**config.mk**
```make
export PLATFORM = sky130hd
export DESIGN_NAME = timestamp_serializer
export DESIGN_NICKNAME = d
export VERILOG_FILES = /design/src/rtl/timestamp_serializer.sv
export SDC_FILE = /design/constraint.sdc
export NUM_CORES = 1
export LEC_CHECK = 0
export ABC_CLOCK_PERIOD_IN_PS = 6200
export CAP_MARGIN = 20
export CORE_ASPECT_RATIO = 1.4
export CORE_MARGIN = 2
export CORE_UTILIZATION = 55
export DETAILED_ROUTE_END_ITERATION = 12
export GPL_TIMING_DRIVEN = 0
export PLACE_DENSITY = 0.85
export SYNTH_ARGS = -nofsm -noshare
export SYNTH_HDL_FRONTEND = slang
export SYNTH_SLANG_ARGS = --single-unit
```
**constraint.sdc**
```tcl
create_clock -name clk -period 6.2 [get_ports clk]
set_input_delay 1.55 -clock clk [delete_from_list [all_inputs] [get_ports clk]]
set_output_delay 1.55 -clock clk [all_outputs]
set_load 0.03 [all_outputs]
```
**src/rtl/timestamp_serializer.sv**
```systemverilog
// Snapshots a BCD date/time on request and streams it as an ASCII frame
// "YY-MM-DD HH:MM:SS.dc" (optionally LF-terminated) over a valid/ready byte port.
module timestamp_serializer #(
  parameter int          SEND_EOL = 1,
  parameter logic [7:0]  DATE_SEP = 8'h2D
) (
  input  logic       clk,
  input  logic       rst,
  input  logic       req,
  input  logic [3:0] centesimas,
  input  logic [3:0] decimas,
  input  logic [3:0] unidadesSegundo,
  input  logic [2:0] decenasSegundo,
  input  logic [3:0] unidadesMinuto,
  input  logic [3:0] decenasMinuto,
  input  logic [3:0] unidadesHora,
  input  logic [1:0] decenasHora,
  input  logic [3:0] unidadesDia,
  input  logic [1:0] decenasDia,
  input  logic [3:0] unidadesMes,
  input  logic [0:0] decenasMes,
  input  logic [3:0] unidadesYear,
  input  logic [3:0] decenasYear,
  output logic [7:0] tx_data,
  output logic       tx_valid,
  input  logic       tx_ready,
  output logic       busy,
  output logic       done
);

  localparam logic [4:0] LAST_IDX = (SEND_EOL != 0) ? 5'd20 : 5'd19;

  typedef enum logic {IDLE = 1'b0, SEND = 1'b1} state_t;

  state_t            state_q;
  logic [4:0]        idx_q;
  logic [13:0][3:0]  snap_q;
  logic [7:0]        tx_data_q;
  logic              tx_valid_q;
  logic              busy_q;
  logic              done_q;

  logic [13:0][3:0]  digits_d;
  logic [4:0]        idx_d;
  logic [7:0]        first_byte_d;
  logic [7:0]        next_byte_d;

  function automatic logic [7:0] enc_digit(input logic [3:0] d);
    if (d > 4'd9) return 8'h3F;
    return 8'h30 + {4'h0, d};
  endfunction

  // Snapshot slot k holds the k-th digit of the frame, most significant first.
  function automatic logic [7:0] frame_byte(input logic [4:0] idx, input logic [13:0][3:0] s);
    logic [7:0] b;
    case (idx)
      5'd0:    b = enc_digit(s[0]);
      5'd1:    b = enc_digit(s[1]);
      5'd2:    b = DATE_SEP;
      5'd3:    b = enc_digit(s[2]);
      5'd4:    b = enc_digit(s[3]);
      5'd5:    b = DATE_SEP;
      5'd6:    b = enc_digit(s[4]);
      5'd7:    b = enc_digit(s[5]);
      5'd8:    b = 8'h20;
      5'd9:    b = enc_digit(s[6]);
      5'd10:   b = enc_digit(s[7]);
      5'd11:   b = 8'h3A;
      5'd12:   b = enc_digit(s[8]);
      5'd13:   b = enc_digit(s[9]);
      5'd14:   b = 8'h3A;
      5'd15:   b = enc_digit(s[10]);
      5'd16:   b = enc_digit(s[11]);
      5'd17:   b = 8'h2E;
      5'd18:   b = enc_digit(s[12]);
      5'd19:   b = enc_digit(s[13]);
      5'd20:   b = 8'h0A;
      default: b = 8'h00;
    endcase
    return b;
  endfunction

  always_comb begin
    digits_d = {centesimas, decimas, unidadesSegundo, {1'b0, decenasSegundo},
                unidadesMinuto, decenasMinuto, unidadesHora, {2'b00, decenasHora},
                unidadesDia, {2'b00, decenasDia}, unidadesMes, {3'b000, decenasMes},
                unidadesYear, decenasYear};
    idx_d        = idx_q + 5'd1;
    first_byte_d = frame_byte(5'd0, digits_d);
    next_byte_d  = frame_byte(idx_d, snap_q);
  end

  always_ff @(posedge clk) begin
    if (rst) begin
      state_q    <= IDLE;
      idx_q      <= 5'd0;
      snap_q     <= '0;
      tx_data_q  <= 8'h00;
      tx_valid_q <= 1'b0;
      busy_q     <= 1'b0;
      done_q     <= 1'b0;
    end else begin
      done_q <= 1'b0;
      case (state_q)
        IDLE: begin
          if (req) begin
            snap_q     <= digits_d;
            idx_q      <= 5'd0;
            tx_data_q  <= first_byte_d;
            tx_valid_q <= 1'b1;
            busy_q     <= 1'b1;
            state_q    <= SEND;
          end
        end
        SEND: begin
          // tx_valid is always high here, so tx_ready alone means acceptance
          if (tx_ready) begin
            if (idx_q == LAST_IDX) begin
              state_q    <= IDLE;
              idx_q      <= 5'd0;
              tx_data_q  <= 8'h00;
              tx_valid_q <= 1'b0;
              busy_q     <= 1'b0;
              done_q     <= 1'b1;
            end else begin
              idx_q     <= idx_d;
              tx_data_q <= next_byte_d;
            end
          end
        end
        default: state_q <= IDLE;
      endcase
    end
  end

  assign tx_data  = tx_data_q;
  assign tx_valid = tx_valid_q;
  assign busy     = busy_q;
  assign done     = done_q;

endmodule

```
==> results of run 1 <==
cells in the mapped netlist (3+ instances only):
library cell,n
nor3_1,5
nand2_1,121
clkbuf_1,20
o21bai_1,3
dfxtp_1,62
a22oi_1,5
nor2b_1,4
a2111oi_0,3
nand3_1,9
buf_2,5
o22ai_1,7
a21oi_1,84
nor2_1,23
buf_4,4
o21ai_0,24
xor2_1,3
o21a_1,8
inv_1,13
ha_1,5
worst paths after layout:
check | from | endpoint | slack, ps
setup / recovery | req | tx_data[2] | 2870
hold / removal | snap_q[52] | snap_q[52] | 460
setup reg to reg | idx_q[1] | tx_data[0] | 3390
hold reg to reg | snap_q[52] | snap_q[52] | 460
registers in the layout, summed over array words and instances, names as in the netlist:
register	flops
tx_data	6
snap_q	48
busy	1
idx_q	5
done	1
state_q	1
metal layers:
| metal | up-vias | GRT usage | share of wire |
|---|---|---|---|
| met5 | - | 0 | 0 |
| met2 | 146 | 0.5794 | 0.52 |
| met3 | 31 | 0.04668 | 0.056 |
| met4 | 0 | 0.1795 | 0.036 |
| met1 | 1717 | 0.3619 | 0.39 |
| li1 | 1756 | - | - |
tightest hold or removal path, cell delays in order (launching register included):
cell and delay (ps):
dfxtp_1 310, nand2_1 50, a21oi_1 50
final cells by class:
type / instances / share of cell area
multi-input cells: 354 / 0.4507
well taps: 70 / 0.02050
plain buffers: 33 / 0.03602
repair buffers: 60 / 0.1406
clock buffers: 12 / 0.03397
clock inverters: 4 / 0.01640
flip-flops and latches: 62 / 0.2905
inverters: 13 / 0.01142
per-stage QoR:
stage               instance area, um2  total power, mW  cells    util
global placement                  4058           0.5944    592  0.6872
CTS                               4273           0.9854    608  0.7237
floorplan                         3369           0.5279    462       -
finish                            4273           0.9838    608  0.7237
global route                      4273            1.020    608  0.7237
detailed placement                4058           0.5976    592  0.6872
power by group:
group | switching [mW] | internal [mW]
sequential | 0.0200 | 0.421
combinational | 0.0808 | 0.0691
clock | 0.156 | 0.236
cell families after synthesis:
| kind of cell | synth area share |
|---|---|
| AO/OA/AOI/OAI | 0.3175 |
| flip-flops | 0.3688 |
| XOR/XNOR | 0.01041 |
| multiplexers | 0.005948 |
| other | 0.001114 |
| adder cells (fa/ha/maj) | 0.01859 |
| buffers and inverters | 0.06022 |
| AND/OR/NAND/NOR | 0.2175 |
cells in the final DEF, fill, tap and decap left out, types with 3 or more instances in the layout:
master and instances:
nand2_1 121, a21oi_1 84, dfxtp_1 62, clkdlybuf4s50_1 60, o21ai_0 24, nor2_1 23, clkbuf_1 22, inv_1 13
clkbuf_8 10, nand3_1 9, o21a_1 8, o22ai_1 7, a22oi_1 5, nor3_1 5, buf_2 5, ha_1 5
nor2b_1 4, buf_4 4, xor2_1 3, o21bai_1 3, a2111oi_0 3
==> out/summary.md, run 1 <==
For this run, the slowest stage of the critical path takes 500 ps. The area share of the leading cell type in the synthesized netlist works out to 0.3688. Summed over all cells, the static leakage comes to 1.559 nW. Counting flops with a built-in enable in the synthesized netlist gives 0. The first global-routing pass estimated 16.82 mm of wire. The count of pins over their slew limit is 0, and the number of inserted filler cells in the final layout is 510.

The post-synthesis cell count is 461, and the worst endpoint data arrival time is 3530 ps. The measured slew at the worst slew-check pin is 718.2 ps. The nature of the critical path endpoint was a flop. For the number of CTS-inserted buffers, the log shows 9. The run gives 0 as the aggregate global routing overflow. Traced cell by cell, the critical path runs through clkdlybuf4s50_1 > nor2b_1 > clkbuf_1 > nand2_1 > o21ai_0 > nand4b_1 > a211oi_1 > a2111oi_2. Final hold analysis gives a worst-case slack of 457.5 ps. Library cell used as clock root buffer: clkbuf_8. In this run, post-CTS repair resized a total of 0 instances. The logs give 0 for the initial antenna violation count and 2869 ps for the final worst slack. The logs give 6400 ps for the data required time at the worst endpoint and 62 for the number of sinks driven by the clock tree.

Max-cap violations in this run came to 0. The period utilization works out to 0.5373. The sequential share of the synthesized area is 0.3688.

Among all flip-flop cells after synthesis, the most frequent one is dfxtp_1. Once detail routing completed, the nets flagged for antenna violations numbered 0. By startpoint and endpoint, the worst setup path is classified as input port to flop.

The critical path contains buffers and inverters numbering 2 combined. After synthesis the cells add up to 3366 um2. Before antenna repair, the detailed router went through 6 iterations. After detailed routing, the total wire length is 10.33 mm. Registers take 1241 um2. The vertical die dimension was 96.56 um. Among cell families on the critical path, the largest total delay comes from buffers and inverters.

After detailed routing, the number of vias per cell comes to 6.003. Timing analysis after detailed placement gives a worst setup slack of 2541 ps. The tools report the core outline area as 5904 um2.

Summing all multi-input logic gate instances after layout gives 1926 um2. The buffer levels on the longest clock path came out at 2. Number of buffers added on ports: 60. For the placed wire-length estimate after detailed placement, the log shows 7.844 mm.

The flow ran to the end, and the final reports show no timing, DRC or antenna violations. Counting instances, the worst hold path has a depth of 2. The tools report the post-synthesis cell type count as 59. Among all stages on the critical path, the largest delay is contributed by clkdlybuf4s50_1. For the total number of nets in the final design, the log shows 590. For the remaining max-slew budget at the tightest pin, the log shows 0.5171. The number of global-route vias before repair came out at 3478. Setup repair after global routing left no endpoint under its margin. The maximum clock skew at final layout was 5.773 ps; the depth of the critical timing path with buffers and inverters included was 8.

Once the clock tree was built, the setup fixing pass inserted 0 buffers. The register clock-pin slew on the reported worst setup and hold paths is 70 ps. The startpoint type of the worst setup path is an input port. The proportion of layout cells with a drive suffix above 1 came out at 0.07063.

Biggest fanout along the worst timing path: 7. The total track usage is 0.3201, and the detail-routed net length per standard cell is 16.99 um. The share of flip-flops with an asynchronous set or reset after synthesis was 0; the die area was 6770 um2. Summing over every cut layer, the via total after detailed routing is 3650.

The logs give 3 for the H-tree depth and 0 for the number of remaining DRC errors. The tools report the number of primary I/O pins as 63. Entering global routing, the biggest net connects 11 pins. In this run the power density over the cells is 230.2 nW/um2.

In this run, synthesis produced a sequential element count of 62. The antenna diode count was 0. The tools report the maximum frequency from static timing analysis as 0.3002 GHz.

The time the worst path needs with I/O delays and setup was 3331 ps. For the clock insertion delay at the later pin of the skew report, the log shows 340 ps. The synthesis-to-finish area growth is 26.95%.

In this run, post-CTS hold repair placed 0 buffers. Summed over all instances, the cell type with the most area after synthesis is dfxtp_1. The final number of hold-violating endpoints is 0. The number of design-rule violations left by the first detailed-router iteration is 309. The Yosys step of the flow raised 0 warnings. The tools report the final total negative setup slack as 0 ps.

The worst voltage drop across the vdd grid was 0.2050 mV; the starting density of the core was 0.5700. The floorplan has 33 rows. After synthesis, the cell types taking the most area are dfxtp_1 37%, nand2_1 13%, a21oi_1 12%, o21ai_0 3.6%, nor2_1 2.6%. From left edge to right edge, the die measures 70.12 um. Routability-driven placement finished with a final weighted congestion of 0.9639. Setup violations remaining at the end of the flow were counted as 0. The number of cells on the worst reg-to-reg path is 8.

The path class of the lowest-slack min-delay path is flop to flop. A synthesized cell averages 7.301 um2. TritonCTS built the clock tree.
No activity file was read; power rests on OpenSTA's default activity.
==> run 2, diff against run 1 <==
==> config.mk (replaced) <==
export PLATFORM = sky130hd
export DESIGN_NAME = timestamp_serializer
export DESIGN_NICKNAME = d
export VERILOG_FILES = /design/src/rtl/timestamp_serializer.sv
export SDC_FILE = /design/constraint.sdc
export NUM_CORES = 1
export LEC_CHECK = 0
export ABC_CLOCK_PERIOD_IN_PS = 3190
export CAP_MARGIN = 20
export CORE_ASPECT_RATIO = 1.4
export CORE_MARGIN = 2
export CORE_UTILIZATION = 52
export DETAILED_ROUTE_END_ITERATION = 12
export GPL_TIMING_DRIVEN = 0
export PLACE_DENSITY = 0.81
export SYNTH_ARGS = -nofsm -noshare
export SYNTH_HDL_FRONTEND = slang
export SYNTH_SLANG_ARGS = --single-unit
==> constraint.sdc (replaced) <==
create_clock -name clk -period 3.19 [get_ports clk]
set_input_delay 0.7975 -clock clk [delete_from_list [all_inputs] [get_ports clk]]
set_output_delay 0.7975 -clock clk [all_outputs]
set_load 0.03 [all_outputs]
==> run 2 against run 1 <==
Compared with the run above:
- design area up 0.82%
- global-route usage down 1.8 points
- first-iteration DRC count down 30%
- register-to-register slack worse by 3100 ps
- hold slack worse by 1.4 ps
- clock-buffer cell count down 1
- die area up 5.5%
==> out/summary.md, run 2 (same netlist as run 1, synthesis figures left out) <==
The flow ran to the end, and the final reports show no timing, DRC or antenna violations. The fraction of power spent switching nets is 0.2564 (-0.004962). In this run the critical register-to-register path is launched from idx_q[1]. The number of post-CTS setup repair buffers came out at 0 (unchanged). The minimum hold slack was 456.0 ps (-1.439 ps). Nature of the critical path endpoint: a flop.

The worst setup path is launched from a flop. The final total negative setup slack was 0 ps (unchanged); the proportion of layout cells with a drive suffix above 1 was 0.07249 (+0.001859). The data required time at the worst endpoint was 3410 ps (-2990 ps); the placed wire-length estimate after detailed placement was 7.850 mm (about the same). Time the worst path needs with I/O delays and setup: 2902 ps. The worst setup path is of the flop to flop kind. The vias per cell came out at 5.975 (-0.46%). The die area was 7141 um2 (+5.5%); the post-route total power was 2.010 mW (+100%). For the count of pins over their slew limit, the log shows 0 (unchanged).

The total track usage was 0.3017 (-0.01840). The logs give 0 (unchanged) for the antenna diode count and 1.495 mW (+110%) for the cell-internal power. For the initial antenna violation count, the log shows 0 (unchanged).

Biggest fanout along the worst timing path: 10 (+3). The most common library cell in the layout ignoring fill and taps is nand2_1. The detail-routed net length per standard cell works out to 16.91 um (-0.48%).

Number of routed nets with antenna violations: 0 (unchanged). The number of global-route vias before repair is 3447 (-0.89%). Setup repair after global routing left no endpoint under its margin. Path class of the lowest-slack min-delay path: flop to flop.

The run gives 0 (unchanged) as the number of violations of the max-capacitance limit. The run gives 0 (unchanged) as the final number of hold-violating endpoints. The starting density of the core was 0.5382 (-0.03182). The number of design-rule violations left by the first detailed-router iteration was 215 (-30%); the count of vias placed by the detailed router was 3645 (-0.14%).

In this run the most critical hold path is launched from snap_q[25]. The number of endpoints failing setup at the final stage is 0 (unchanged), and the aggregate global routing overflow is 0 (unchanged). The number of sinks driven by the clock tree was 62 (unchanged); the number of remaining DRC errors was 0 (unchanged).

The global-route wire length before repair was 16.70 mm (-0.70%); the synthesis-to-finish area growth was 27.99%. The run gives 12 (+1) as the largest net degree at the start of global routing. The tools report the post-cts sizing count as 0 (unchanged). The hold-fix buffer count after cts came out at 0 (unchanged). The worst voltage drop across the vdd grid was 0.3650 mV (+78%). The run gives 2 (unchanged) as the buffer levels on the longest clock path.

Worst endpoint data arrival time: 3120 ps (-410 ps). More flip-flops sit in one register than any other, and that register is snap_q. TritonCTS built the clock tree. The run gives 1.568 nW (+0.60%) as the static leakage. The run gives 6254 um2 (+5.9%) as the core outline area.

The combinational share of power was 0.146 (-0.006). The period utilization is 0.9096, and the maximum frequency from static timing analysis is 0.3446 GHz. Hold-critical path depth: 2 (unchanged).

Cell area power density: 466.7 nW/um2 (+100%). The tools report the register-to-register setup slack as 290 ps (-3100 ps). The logs give 0.427 (+0.028) for the power share of the clock group and 350 ps (about the same) for the clock insertion delay at the later pin of the skew report. The root buffer cell chosen for the clock tree is clkbuf_8. For hold timing, the worst endpoint is snap_q[25]. The run gives 5 (-1) as the iteration count of the initial detailed-routing pass. Number of primary I/O pins: 63 (unchanged).

The number of buffers added on ports was 60 (unchanged); the measured slew at the worst slew-check pin was 789.0 ps (+70.79 ps). The count of cells along the worst register-to-register path is 9 (+1), and the H-tree depth is 3 (unchanged). The x dimension of the die is 72.00 um (+2.7%). The endpoint identified for the worst register-to-register timing path is tx_data[2]. The total number of nets in the final design is 590 (unchanged). The logs give 9 (unchanged) for the number of CTS-inserted buffers and 7.845 ps (+2.072 ps) for the maximum clock skew at final layout.

The library cells used most frequently in the layout, excluding fill and tap cells, are 121 x nand2_1, 84 x a21oi_1, 62 x dfxtp_1. The flip-flop count of the largest register, all copies and words added is 48 (unchanged). The run gives 0.4695 (-0.04760) as the remaining max-slew budget at the tightest pin.

The run gives 34 (+3.0%) as the number of cell rows. For the routed wire length, the log shows 10.32 mm (-0.15%). Switching power total: 0.5154 mW (+100%). The tools report the routability congestion estimate from global placement as 0.9379 (-2.7%). The vertical die dimension is 99.19 um (+2.7%), and the register share of total power is 0.426 (-0.023).

The register clock-pin slew on the reported worst setup and hold paths came out at 70 ps (about the same).
-- run 2: cell count changes in the layout (fill, tap and decap cells not counted) --
cell        previous run  this run
clkinv_2               2         0
bufinv_16              2         3
clkbuf_1              22        21
clkinv_4               0         1
clkinvlp_4             0         1
-- run 2: worst max path at each step --
stage | startpoint | to | slack, ps
6_report | idx_q[1] | tx_data[2] | 290
3_3_place_gp | req | tx_data[2] | 210
3_5_place_dp | req | tx_data[2] | 270
2_1_floorplan | idx_q[1] | tx_data[2] | 920
4_1_cts | idx_q[1] | tx_data[2] | 350
5_1_grt | idx_q[1] | tx_data[5] | 170
-- run 2: routing by layer --
layer | global-route usage | wire [um]
met3 | 0.05674 | 638
met4 | 0.1364 | 413
met2 | 0.5285 | 5318
met5 | 0 | 0
met1 | 0.3511 | 3944
-- run 2: worst max-delay path, cell delays in order (launching register included) --
cell and delay (ps):
dfxtp_1 530, ha_1 240, buf_6 140, and2_4 190
a21oi_4 70, o31ai_1 660, nand2_1 160, o221ai_1 250
a211oi_1 100, a2111oi_2 440
-- run 2: through the flow --
step	worst slack, ps	util	cells	area (um2)
finish	288.3	0.6889	610	4308
floorplan	919.8	-	462	3369
global route	170.4	0.6889	610	4308
CTS	354.6	0.6889	610	4308
global placement	214.3	0.6493	594	4060
detailed placement	271.8	0.6493	594	4060
-- run 2: power groups by stage --
| stage | registers [mW] | clock network [mW] | logic (mW) |
|---|---|---|---|
| detailed placement | 0.874 | 0 | 0.290 |
| floorplan | 0.880 | 0 | 0.146 |
| global placement | 0.872 | 0 | 0.286 |
| CTS | 0.857 | 0.862 | 0.293 |
| global route | 0.863 | 0.897 | 0.321 |
| finish | 0.857 | 0.859 | 0.294 |
-- run 2: cell type report --
cell class              count  area [um2]
multi-input cells         354        1926
clock inverters             5       106.4
well taps                  72       90.09
plain buffers              33       153.9
flip-flops and latches     62        1241
repair buffers             60       600.6
fillers                   562        1946
inverters                  13       48.80
clock buffers              11       141.4
